==> src/rtl/ex_mem_reg.sv <==
// EX/MEM pipeline register with EX-stage forwarding select and load-use detection.
// Latency: one cycle input-to-output; forwarding select and LoadUseStall are combinational.
// Backpressure: Stall holds every field, Flush squashes to a bubble (Flush wins); load-use and halt insert bubbles.
//
// Ports:
//   clk, rst                  rising-edge clock, asynchronous active-low reset
//   AluResIn, RtIn            ALU result and store data from execute
//   ValidIn, *In control      execute-stage instruction and its memory/writeback control
//   RdAddrIn                  destination register of the execute instruction
//   ExRsAddr/ExRtAddr/*Used   source registers read by the instruction now in execute
//   WbRegWrite, WbRdAddr      MEM/WB destination, used as the second forwarding source
//   Stall, Flush              hold / squash requests
//   *Out                      registered fields driven into the memory stage
//   FwdRsSel, FwdRtSel        00 none, 01 EX/MEM AluResOut, 10 MEM/WB
//   LoadUseStall              execute must hold one cycle behind a load
//   Halted                    sticky flag set once a dump leaves this stage
module ex_mem_reg #(
  parameter int DATA_W = 16,
  parameter int REG_AW = 3
) (
  input  logic              clk,
  input  logic              rst,
  input  logic [DATA_W-1:0] AluResIn,
  input  logic [DATA_W-1:0] RtIn,
  input  logic              ValidIn,
  input  logic              RegWriteIn,
  input  logic              DMemWriteIn,
  input  logic              DMemEnIn,
  input  logic              MemToRegIn,
  input  logic              DMemDumpIn,
  input  logic [REG_AW-1:0] RdAddrIn,
  input  logic [REG_AW-1:0] ExRsAddr,
  input  logic [REG_AW-1:0] ExRtAddr,
  input  logic              ExRsUsed,
  input  logic              ExRtUsed,
  input  logic              WbRegWrite,
  input  logic [REG_AW-1:0] WbRdAddr,
  input  logic              Stall,
  input  logic              Flush,
  output logic [DATA_W-1:0] AluResOut,
  output logic [DATA_W-1:0] RtOut,
  output logic              RegWriteOut,
  output logic              DMemWriteOut,
  output logic              DMemEnOut,
  output logic              MemToRegOut,
  output logic              DMemDumpOut,
  output logic [REG_AW-1:0] RdAddrOut,
  output logic              ValidOut,
  output logic [1:0]        FwdRsSel,
  output logic [1:0]        FwdRtSel,
  output logic              LoadUseStall,
  output logic              Halted
);

  logic matchMRs, matchMRt, matchWRs, matchWRt;
  logic dumpLeaving;
  logic insertBubble;

  // rst gates the MEM/WB match so the select reads 00 throughout reset,
  // even if the writeback stage is still presenting a write.
  assign matchMRs = ValidOut & RegWriteOut & (RdAddrOut == ExRsAddr) & ExRsUsed;
  assign matchMRt = ValidOut & RegWriteOut & (RdAddrOut == ExRtAddr) & ExRtUsed;
  assign matchWRs = rst & WbRegWrite & (WbRdAddr == ExRsAddr) & ExRsUsed;
  assign matchWRt = rst & WbRegWrite & (WbRdAddr == ExRtAddr) & ExRtUsed;

  // A load in EX/MEM has no data yet, so a dependent consumer gets 00 and
  // waits; it picks the value up from MEM/WB one cycle later.
  always_comb begin
    FwdRsSel = 2'b00;
    if (matchMRs) begin
      FwdRsSel = MemToRegOut ? 2'b00 : 2'b01;
    end else if (matchWRs) begin
      FwdRsSel = 2'b10;
    end
  end

  always_comb begin
    FwdRtSel = 2'b00;
    if (matchMRt) begin
      FwdRtSel = MemToRegOut ? 2'b00 : 2'b01;
    end else if (matchWRt) begin
      FwdRtSel = 2'b10;
    end
  end

  assign LoadUseStall = (matchMRs | matchMRt) & MemToRegOut & ~Halted;

  assign dumpLeaving  = ValidOut & DMemDumpOut;
  assign insertBubble = Halted | dumpLeaving | LoadUseStall;

  always_ff @(posedge clk or negedge rst) begin
    if (!rst) begin
      AluResOut    <= '0;
      RtOut        <= '0;
      RegWriteOut  <= 1'b0;
      DMemWriteOut <= 1'b0;
      DMemEnOut    <= 1'b0;
      MemToRegOut  <= 1'b0;
      DMemDumpOut  <= 1'b0;
      RdAddrOut    <= '0;
      ValidOut     <= 1'b0;
    end else if (Flush || (!Stall && insertBubble)) begin
      AluResOut    <= '0;
      RtOut        <= '0;
      RegWriteOut  <= 1'b0;
      DMemWriteOut <= 1'b0;
      DMemEnOut    <= 1'b0;
      MemToRegOut  <= 1'b0;
      DMemDumpOut  <= 1'b0;
      RdAddrOut    <= '0;
      ValidOut     <= 1'b0;
    end else if (!Stall) begin
      AluResOut    <= AluResIn;
      RtOut        <= RtIn;
      RegWriteOut  <= RegWriteIn & ValidIn;
      DMemWriteOut <= DMemWriteIn & ValidIn;
      DMemEnOut    <= DMemEnIn & ValidIn;
      MemToRegOut  <= MemToRegIn & ValidIn;
      DMemDumpOut  <= DMemDumpIn & ValidIn;
      RdAddrOut    <= RdAddrIn;
      ValidOut     <= ValidIn;
    end
  end

  // A dump only counts as retired when it actually advances; a squashed or
  // held dump leaves Halted alone.
  always_ff @(posedge clk or negedge rst) begin
    if (!rst) begin
      Halted <= 1'b0;
    end else if (dumpLeaving && !Stall && !Flush) begin
      Halted <= 1'b1;
    end
  end

endmodule

==> config.mk <==
export PLATFORM = sky130hd
export DESIGN_NAME = ex_mem_reg
export DESIGN_NICKNAME = d
export VERILOG_FILES = /design/src/rtl/ex_mem_reg.sv
export SDC_FILE = /design/constraint.sdc
export NUM_CORES = 1
export LEC_CHECK = 0
export CORE_MARGIN = 10
export CORE_UTILIZATION = 35
export DETAILED_ROUTE_END_ITERATION = 16
export GPL_TIMING_DRIVEN = 0
export HOLD_SLACK_MARGIN = 0.15
export PLACE_DENSITY = 0.88
export SLEW_MARGIN = 10
export SYNTH_ARGS = -nofsm -noshare
export SYNTH_HDL_FRONTEND = slang
export SYNTH_SLANG_ARGS = --single-unit
export TNS_END_PERCENT = 30
==> constraint.sdc <==
create_clock -name clk -period 2.35 [get_ports clk]
set_clock_uncertainty 0.2 [all_clocks]
set_input_delay 0.5875 -clock clk [delete_from_list [all_inputs] [get_ports clk]]
set_output_delay 0.5875 -clock clk [all_outputs]
set_load 0.02 [all_outputs]
==> results of run 1 <==
-- cell type report --
cell class / instances / area, sq um
well taps: 70 / 87.6
multi-input cells: 151 / 801
fillers: 457 / 1920
clock inverters: 2 / 12.5
repair buffers: 115 / 1150
clock buffers: 6 / 82.6
flip-flops and latches: 42 / 1050
plain buffers: 12 / 70.1
-- sequential cells by signal (all words and copies together) (netlist names) --
register	cells
DMemEnOut	1
DMemWriteOut	1
RdAddrOut	3
Halted	1
ValidOut	1
RtOut	16
MemToRegOut	1
AluResOut	16
RegWriteOut	1
DMemDumpOut	1
-- worst paths after layout --
| kind | startpoint | end | slack, ps |
|---|---|---|---|
| min in group asynchronous | rst | RtOut[0]$_DFFE_PN0P_ | 800 |
| worst max-delay path | RdAddrOut[1]$_DFFE_PN0P_ | FwdRsSel[1] | -360 |
| worst max register to register | RdAddrOut[1]$_DFFE_PN0P_ | RtOut[5]$_DFFE_PN0P_ | 70 |
| worst min register to register | RtOut[0]$_DFFE_PN0P_ | RtOut[0]$_DFFE_PN0P_ | 280 |
| worst min-delay path | RtOut[0]$_DFFE_PN0P_ | RtOut[0]$_DFFE_PN0P_ | 280 |
| max in group asynchronous | rst | ValidOut$_DFFE_PN0P_ | 340 |
-- stage by stage --
stage                     setup TNS, ps  cell area (sq um)  utilization, %  instances
after global routing              -1870               3250            62.9        398
after detailed placement         -18620               3020            58.4        380
final                             -1580               3250            62.9        398
after CTS                         -1630               3180            61.5        395
after global placement           -46650               3000            58.0        379
after floorplan                    -197               1880               -        206
-- report_power, final --
group | internal [mW] | leakage, nW | total, mW | switching (mW)
combinational | 0.189 | 0.761 | 0.360 | 0.171
sequential | 0.763 | 0.558 | 0.793 | 0.0298
clock | 0.236 | 0.0472 | 0.486 | 0.250
-- logic make-up (layout without fill, tap and decap cells) --
family          count (synthesis)  after routing
buf+inv                        13            135
compound gates                 44             44
flops                          42             42
xor+xnor                       12             12
simple gates                   95             95
-- routing by layer --
layer	vias up	global-route usage, %
li1	921	-
met4	0	3.21
met5	-	0
met2	62	25.1
met3	8	5.36
met1	909	15.5
-- layout by cell type, fill, tap and decap left out, drive strengths merged, types with 2 or more instances in the layout --
cell	count
clkdlybuf4s50	88
nand2	77
dfrtp	42
o21ai	41
buf	22
clkbuf	15
xor2	10
nand3	7
clkdlybuf4s15	4
nor2	3
or4	2
xnor2	2
nand4	2
nor4b	2
dlygate4sd3	2
dlygate4sd2	2
-- worst max-delay path, stage by stage (launching register included) --
cell     delay [ps]
dfrtp_1         430
xor2_1          190
or4_4           580
buf_6           140
nor4b_4         120
buf_4           170
-- repair_timing --
item	CTS	global route
setup buffers	5	4
hold endpoints to repair	20	0
hold buffers	2	0
pin swaps	5	5
setup endpoints to repair	43	11
gates resized for setup	55	15
==> impl_metrics.ini, run 1 <==
[run_status]
status = finished, violations left
violations = setup timing

[sta]
timing.final.hold_violations = 0
rsz0062_at_grt = yes
hold_ws_ps = 284
max_slew_margin_pct = 33.0
tightest_slew_ps = 1000
fin_ws_ps = -356
max_clock_freq_ghz = 0.370
finalSetupViolations = 5
drv_slew = 0
final.period_utilization_pct = 115
period_minus_slack_ps = 2710

[drt]
wl_mm = 6.50
first_iter_violations = 77
dr.pass1.iters = 4
top_layer_used = met4
viasPerCell = 4.77
route.met2.wl_mm = 3.37
avgRoutedWirePerCell_um = 16.3
drtAntennaViolNets = 0
via_count = 1900
met3_length_um = 449
route.detailed.drc = 0
wl_met1_mm = 2.61

[synth]
yosys.cell_types.count = 18
yosysMostFrequentCell = nand2_1
synthXorXnorAreaFrac_pct = 5.59
muxShareOfSynthArea_pct = 0
post_synth_most_frequent_cells = nand2_1, dfrtp_1, o21ai_0
syn-cell-area_sq_um = 1880
synth-compound-area-share_pct = 13.0
synth-simple-area-share_pct = 21.3
yosysSeqAreaShare_pct = 55.9
synth_fa_ha_area_share_pct = 0
synth_area_leaders = dfrtp_1, nand2_1, o21ai_0
avgSynthCellArea_sq_um = 9.13
synth.largest_area_cell = dfrtp_1
ys.flop_type = dfrtp_1
synth_nets = 263
synth_top_family_by_area = simple AND/OR/NAND/NOR gates
synth-seq-cells = 42
synthArstFlopShare_pct = 100
synth_edf_count = 0
synth_top_area_share_pct = 55.9
syn_inst = 206
yosys_warnings = 0

[setup_path]
start_kind = flop
worstPathRequired_ps = 1560
path_class = reg -> out
path_max_fanout = 4
arrival_ps = 1920
ff2ff_path_depth = 8
end_kind = output pin

[global_routing]
grt_pass1_wl_mm = 9.93
grt_usage_pct = 14.1
grt_max_degree = 23
gr-total-overflow = 0
grt_pass1_vias = 1997
antenna_found_initial = 0

[pwr]
power.density_nw_per_um2 = 504
ir_drop_uv = 357
fin_total_pwr_mw = 1.64
p_leak_nw = 1.37

[floorplan]
row_count = 26
die_y_um = 93.3
die_x_um = 93.3
initial_core_util_pct = 36.4
boundaryPins = 104
core_sq_um = 5170
die_area_sq_um = 8700

[clock_tree]
clock_sinks = 42
clkTransAtPathRegs_ps = 80
cts_buffer_depth = 2
cts_root_buf = clkbuf_8
htree_levels = 2
clock_latency_ps = 290
numCtsBuffers = 5
cts_tree = done

[placement]
dp_hpwl_mm = 4.94
place.gp.congestion = 0.836
pre_cts_slack_ps = -1310
portBuffers = 103

[finish]
layout-drive-gt1-share_pct = 13.1
area_growth_pct = 73.0
antenna_cells = 0
final_nets = 384

[run]
drv_cap = 0

[min_path]
hp-class = reg -> reg
worstHoldPathCells = 2
Note: power is estimated with default switching activity, not from simulation.
==> run 2: changes to the inputs <==
--- a/config.mk
+++ b/config.mk
@@ -10,7 +10,7 @@
 export DETAILED_ROUTE_END_ITERATION = 16
 export GPL_TIMING_DRIVEN = 0
 export HOLD_SLACK_MARGIN = 0.15
-export PLACE_DENSITY = 0.88
+export PLACE_DENSITY_LB_ADDON = 0.2
 export SLEW_MARGIN = 10
 export SYNTH_ARGS = -nofsm -noshare
 export SYNTH_HDL_FRONTEND = slang
==> run 2 against run 1 <==
Against the previous run:
- the run still ends with setup timing left
- power is 4.7% higher
- die area stayed put
- core utilization is 0.19 points lower
- count of clock-buffer cells in the layout is 1 higher
- sequential share of layout area is 0.10 points higher
- combinational power is 1% higher
- register-to-register slack better by 100 ps
- cell area is 0.31% lower
- global-route usage is 0.43 points higher
- critical path depth is 1 higher
- non-clock buffer count is 1 higher
- largest power group unchanged
==> impl_metrics.ini, run 2 (synthesis gave the netlist of run 1 again) <==
[setup_path]
start_kind = input port
worstPathRequired_ps = 1560
path_class = in -> out
path_max_fanout = 3
r2r_setup_slack_ps = 170
r2r-start = RdAddrOut[1]$_DFFE_PN0P_
ff2ff_path_depth = 7
arrival_ps = 1890
end_kind = output pin
timing.rr.end = AluResOut[8]$_DFFE_PN0P_

[min_path]
hold_end = RtOut[2]$_DFFE_PN0P_
hp-class = reg -> reg
worstHoldStart = RtOut[2]$_DFFE_PN0P_
worstHoldPathCells = 2

[placement]
pre_cts_slack_ps = -1310
dp_hpwl_mm = 4.83
portBuffers = 103
place.gp.congestion = 0.791

[sta]
period_minus_slack_ps = 2680
fin_ws_ps = -330
hold_ws_ps = 280
rsz0062_at_grt = yes
final.period_utilization_pct = 114
finalSetupTns_ps = -1150
max_slew_margin_pct = 55.0
drv_slew = 0
tightest_slew_ps = 673
max_clock_freq_ghz = 0.373
finalSetupViolations = 5
timing.final.hold_violations = 0

[floorplan]
boundaryPins = 104
row_count = 26
die_area_sq_um = 8700
die_y_um = 93.3
die_x_um = 93.3
core_sq_um = 5170
initial_core_util_pct = 36.4

[drt]
avgRoutedWirePerCell_um = 15.9
viasPerCell = 4.72
wl_mm = 6.36
first_iter_violations = 75
via_count = 1883
route.detailed.drc = 0
drtAntennaViolNets = 0
dr.pass1.iters = 4

[finish]
area_growth_pct = 72.5
top_regs = AluResOut x16, RtOut x16, RdAddrOut x3
mostFrequentLayoutCells = clkdlybuf4s50_1, nand2_1, dfrtp_1
fillers = 462
layout_commonest_cell = clkdlybuf4s50_1
layout-drive-gt1-share_pct = 14.0
final_nets = 385
antenna_cells = 0
seq_area_sq_um = 1050
multi_input_area_sq_um = 787

[run_status]
violations = setup timing
status = finished, violations left

[pwr]
p_sw_uw = 440
p_seq_share_pct = 46.1
switching_share_pct = 25.7
ir_drop_uv = 327
power.share.clock_pct = 32.7
p_comb_share_pct = 21.2
internal-power_mw = 1.28
p_leak_nw = 1.37
power.density_nw_per_um2 = 529

[clock_tree]
cts_tree = done
clock_latency_ps = 290
clock_sinks = 42
clkTransAtPathRegs_ps = 80
numCtsBuffers = 5
cts_buffer_depth = 2
cts_root_buf = clkbuf_8
htree_levels = 2

[global_routing]
gr-total-overflow = 0
grt_pass1_vias = 1962
antenna_found_initial = 0
grt_pass1_wl_mm = 10.1
grt_max_degree = 29
grt_usage_pct = 14.5

[run]
drv_cap = 0
-- run 2: what timing repair did --
item,4_1_cts,5_1_grt
resized for setup,57,15
hold buffers,3,0
endpoints found under the setup margin,46,30
pin swaps,6,5
endpoints found under the hold margin,14,0
setup buffers,6,2
-- run 2: per-layer routing --
layer	global-route usage (%)	part of all wire [%]	wire (um)	vias up
li1	-	-	-	926
met1	16.2	40	2520	882
met2	24.7	49	3140	68
met3	6.63	10	639	7
met4	3.47	0.90	57	0
met5	0	0	0	-
-- run 2: power groups by stage --
stage	clock network, mW	registers [mW]	logic, mW
after CTS	0.578	0.792	0.364
after global routing	0.611	0.798	0.394
after global placement	0	0.803	0.347
after detailed placement	0	0.805	0.354
after floorplan	0	0.854	0.0711
final	0.561	0.792	0.364
-- run 2: layout make-up --
class | instances | area share [%]
flip-flops and latches | 42 | 32.5
repair buffers | 115 | 34.7
well taps | 70 | 2.70
clock inverters | 1 | 0.926
clock buffers | 7 | 2.35
multi-input cells | 151 | 24.3
plain buffers | 13 | 2.58
-- run 2: worst max-delay path by stage --
stage	slack (ps)	end	depth (start not counted)	start
detailed placement	-1310	LoadUseStall	6	ExRtAddr[1]
global placement	-2210	FwdRsSel[1]	4	rst
floorplan	-100	LoadUseStall	4	ExRtAddr[1]
finish	-330	LoadUseStall	6	ExRtAddr[0]
CTS	-320	LoadUseStall	5	RdAddrOut[2]$_DFFE_PN0P_
global route	-370	LoadUseStall	5	RdAddrOut[1]$_DFFE_PN0P_
-- run 2: worst max-delay path, stage by stage --
cell,delay (ps)
clkdlybuf4s15_2,200
xor2_1,140
or4_4,510
a21oi_4,210
buf_6,130
buf_6,110
-- run 2: stage by stage --
step	area, sq um	cells	power [mW]	utilization [%]
5_1_grt	3240	399	1.80	62.7
2_1_floorplan	1880	206	0.925	-
3_5_place_dp	3010	380	1.16	58.3
3_3_place_gp	3000	379	1.15	58.0
6_report	3240	399	1.72	62.7
4_1_cts	3200	397	1.73	61.8
==> run 3: changes to the inputs <==
--- a/config.mk
+++ b/config.mk
@@ -8,7 +8,6 @@
 export CORE_MARGIN = 10
 export CORE_UTILIZATION = 35
 export DETAILED_ROUTE_END_ITERATION = 16
-export GPL_TIMING_DRIVEN = 0
 export HOLD_SLACK_MARGIN = 0.15
 export PLACE_DENSITY_LB_ADDON = 0.2
 export SLEW_MARGIN = 10
==> run 3 against run 2 <==
Against the previous run:
- the flow still finishes with violations (setup timing)
- global-route usage rose by 0.088 points
- sequential power decreased by 0.8%
- non-clock buffer count down 7
- count of clock-buffer cells in the layout shrank 2
- first-iteration DRC count rose by 36%
- hold slack got worse by 44 ps
- fmax is essentially flat
- register-to-register slack worse by 40 ps
- sequential share of layout area down 0.10 points
- routed wire length down 0.13%
==> impl_metrics.ini, run 3 (synthesis gave the netlist of run 1 again) <==
[setup_path]
start_kind = flop
path_max_fanout = 4
r2r_setup_slack_ps = 130
arrival_ps = 1890
ff2ff_path_depth = 5
end_kind = output pin
worstPathRequired_ps = 1560
r2r-start = RdAddrOut[2]$_DFFE_PN0P_
path_cells = xor2_1, or4_4, buf_6, nor4b_4, buf_4
crit_slowest_cell = or4_4
path_class = reg -> out
startpoint = RdAddrOut[2]$_DFFE_PN0P_
cpPeakStageDelay_ps = 570

[finish]
antenna_cells = 0
area_growth_pct = 72.8
final_nets = 378
design_area_sq_um = 3250
mostFrequentLayoutCells = clkdlybuf4s50_1, nand2_1, dfrtp_1
top_regs = AluResOut x16, RtOut x16, RdAddrOut x3
final_core_util_pct = 62.8
layout-drive-gt1-share_pct = 15.2
layout_commonest_cell = clkdlybuf4s50_1

[global_routing]
grt_max_degree = 43
gr-total-overflow = 0
grt_usage_pct = 14.6
grt_pass1_vias = 1856
antenna_found_initial = 0
grt_pass1_wl_mm = 10.2

[run]
drv_cap = 0

[sta]
max_slew_margin_pct = 64.2
period_minus_slack_ps = 2680
rsz0062_at_grt = yes
fin_ws_ps = -329
drv_slew = 0
final.period_utilization_pct = 114
max_clock_freq_ghz = 0.373
finalSetupViolations = 5
tightest_slew_ps = 537
timing.final.hold_violations = 0

[pwr]
p_sw_uw = 445
power.density_nw_per_um2 = 530
switching_share_pct = 25.8
ir_drop_uv = 331
p_comb_share_pct = 22.0
power.share.clock_pct = 32.4
internal-power_mw = 1.28
p_seq_share_pct = 45.7
p_leak_nw = 1.37

[floorplan]
die_x_um = 93.3
initial_core_util_pct = 36.4
core_sq_um = 5170
row_count = 26
die_area_sq_um = 8700
die_y_um = 93.3
boundaryPins = 104

[placement]
portBuffers = 103
place_area_sq_um = 3080
dp_hpwl_mm = 4.58
place.gp.congestion = 0.820

[drt]
avgRoutedWirePerCell_um = 16.2
route.detailed.drc = 0
via_count = 1816
wl_mm = 6.35
viasPerCell = 4.63
first_iter_violations = 102
dr.pass1.iters = 4
drtAntennaViolNets = 0

[clock_tree]
htree_levels = 2
cts_hold_buf = 0
cts_root_buf = clkbuf_8
clock_sinks = 42
cts_buffer_depth = 2
cts_tree = done
clkTransAtPathRegs_ps = 80
numCtsBuffers = 5
clock_latency_ps = 290

[min_path]
hp-class = in -> async

[run_status]
violations = setup timing
status = finished, violations left
-- run 3: worst paths after layout --
| check | endpoint |
|---|---|
| max | FwdRtSel[1] |
| min | AluResOut[1]$_DFFE_PN0P_ |
| max reg2reg | AluResOut[13]$_DFFE_PN0P_ |
| min reg2reg | AluResOut[9]$_DFFE_PN0P_ |
| max in group asynchronous | RdAddrOut[2]$_DFFE_PN0P_ |
| min in group clk | AluResOut[9]$_DFFE_PN0P_ |
-- run 3: power groups by stage --
stage | Sequential (mW) | Combinational [mW] | Clock, mW
finish | 0.786 | 0.378 | 0.557
global route | 0.792 | 0.409 | 0.616
global placement | 0.799 | 0.374 | 0
CTS | 0.786 | 0.382 | 0.574
detailed placement | 0.801 | 0.378 | 0
floorplan | 0.854 | 0.0711 | 0
-- run 3: per-stage QoR --
step                power [mW]  worst slack [ps]  cells  setup TNS, ps  hold WS, ps
floorplan                0.925              -104    206           -197         91.9
global placement          1.17             -1060    382         -25030          260
detailed placement        1.18             -1060    382         -25710          269
CTS                       1.74              -325    392          -1380          255
global route              1.82              -371    392          -1640          286
finish                    1.72              -329    392          -1360          237
-- run 3: critical path, delay by kind of cell (launching register included) --
| family | cells | cell delay [ps] |
|---|---|---|
| buffers and inverters | 2 | 310 |
| and+or+nand+nor | 2 | 690 |
| xor gates and xnor gates | 1 | 150 |
| DFF | 1 | 450 |
-- run 3: cell type report --
type | instances | area [sq um]
clock buffer | 5 | 68.8
multi-input combinational | 151 | 821
sequential | 42 | 1050
tap | 70 | 87.6
fill | 467 | 1920
timing repair buffer | 121 | 1180
clock inverter | 3 | 40.0
-- run 3: repair_timing --
item / 4_1_cts / 5_1_grt
resized for setup: 61 / 7
gates cloned: 0 / 0
pin swaps: 5 / 3
setup buffers: 2 / 1
setup endpoints to repair: 45 / 41
-- run 3: layer usage --
layer	part of all wire, %	routed length, um	GRT usage (%)
met4	0.33	21	3.08
met1	42	2640	17.2
met2	49	3120	24.2
met3	8.9	566	6.31
met5	0	0	0
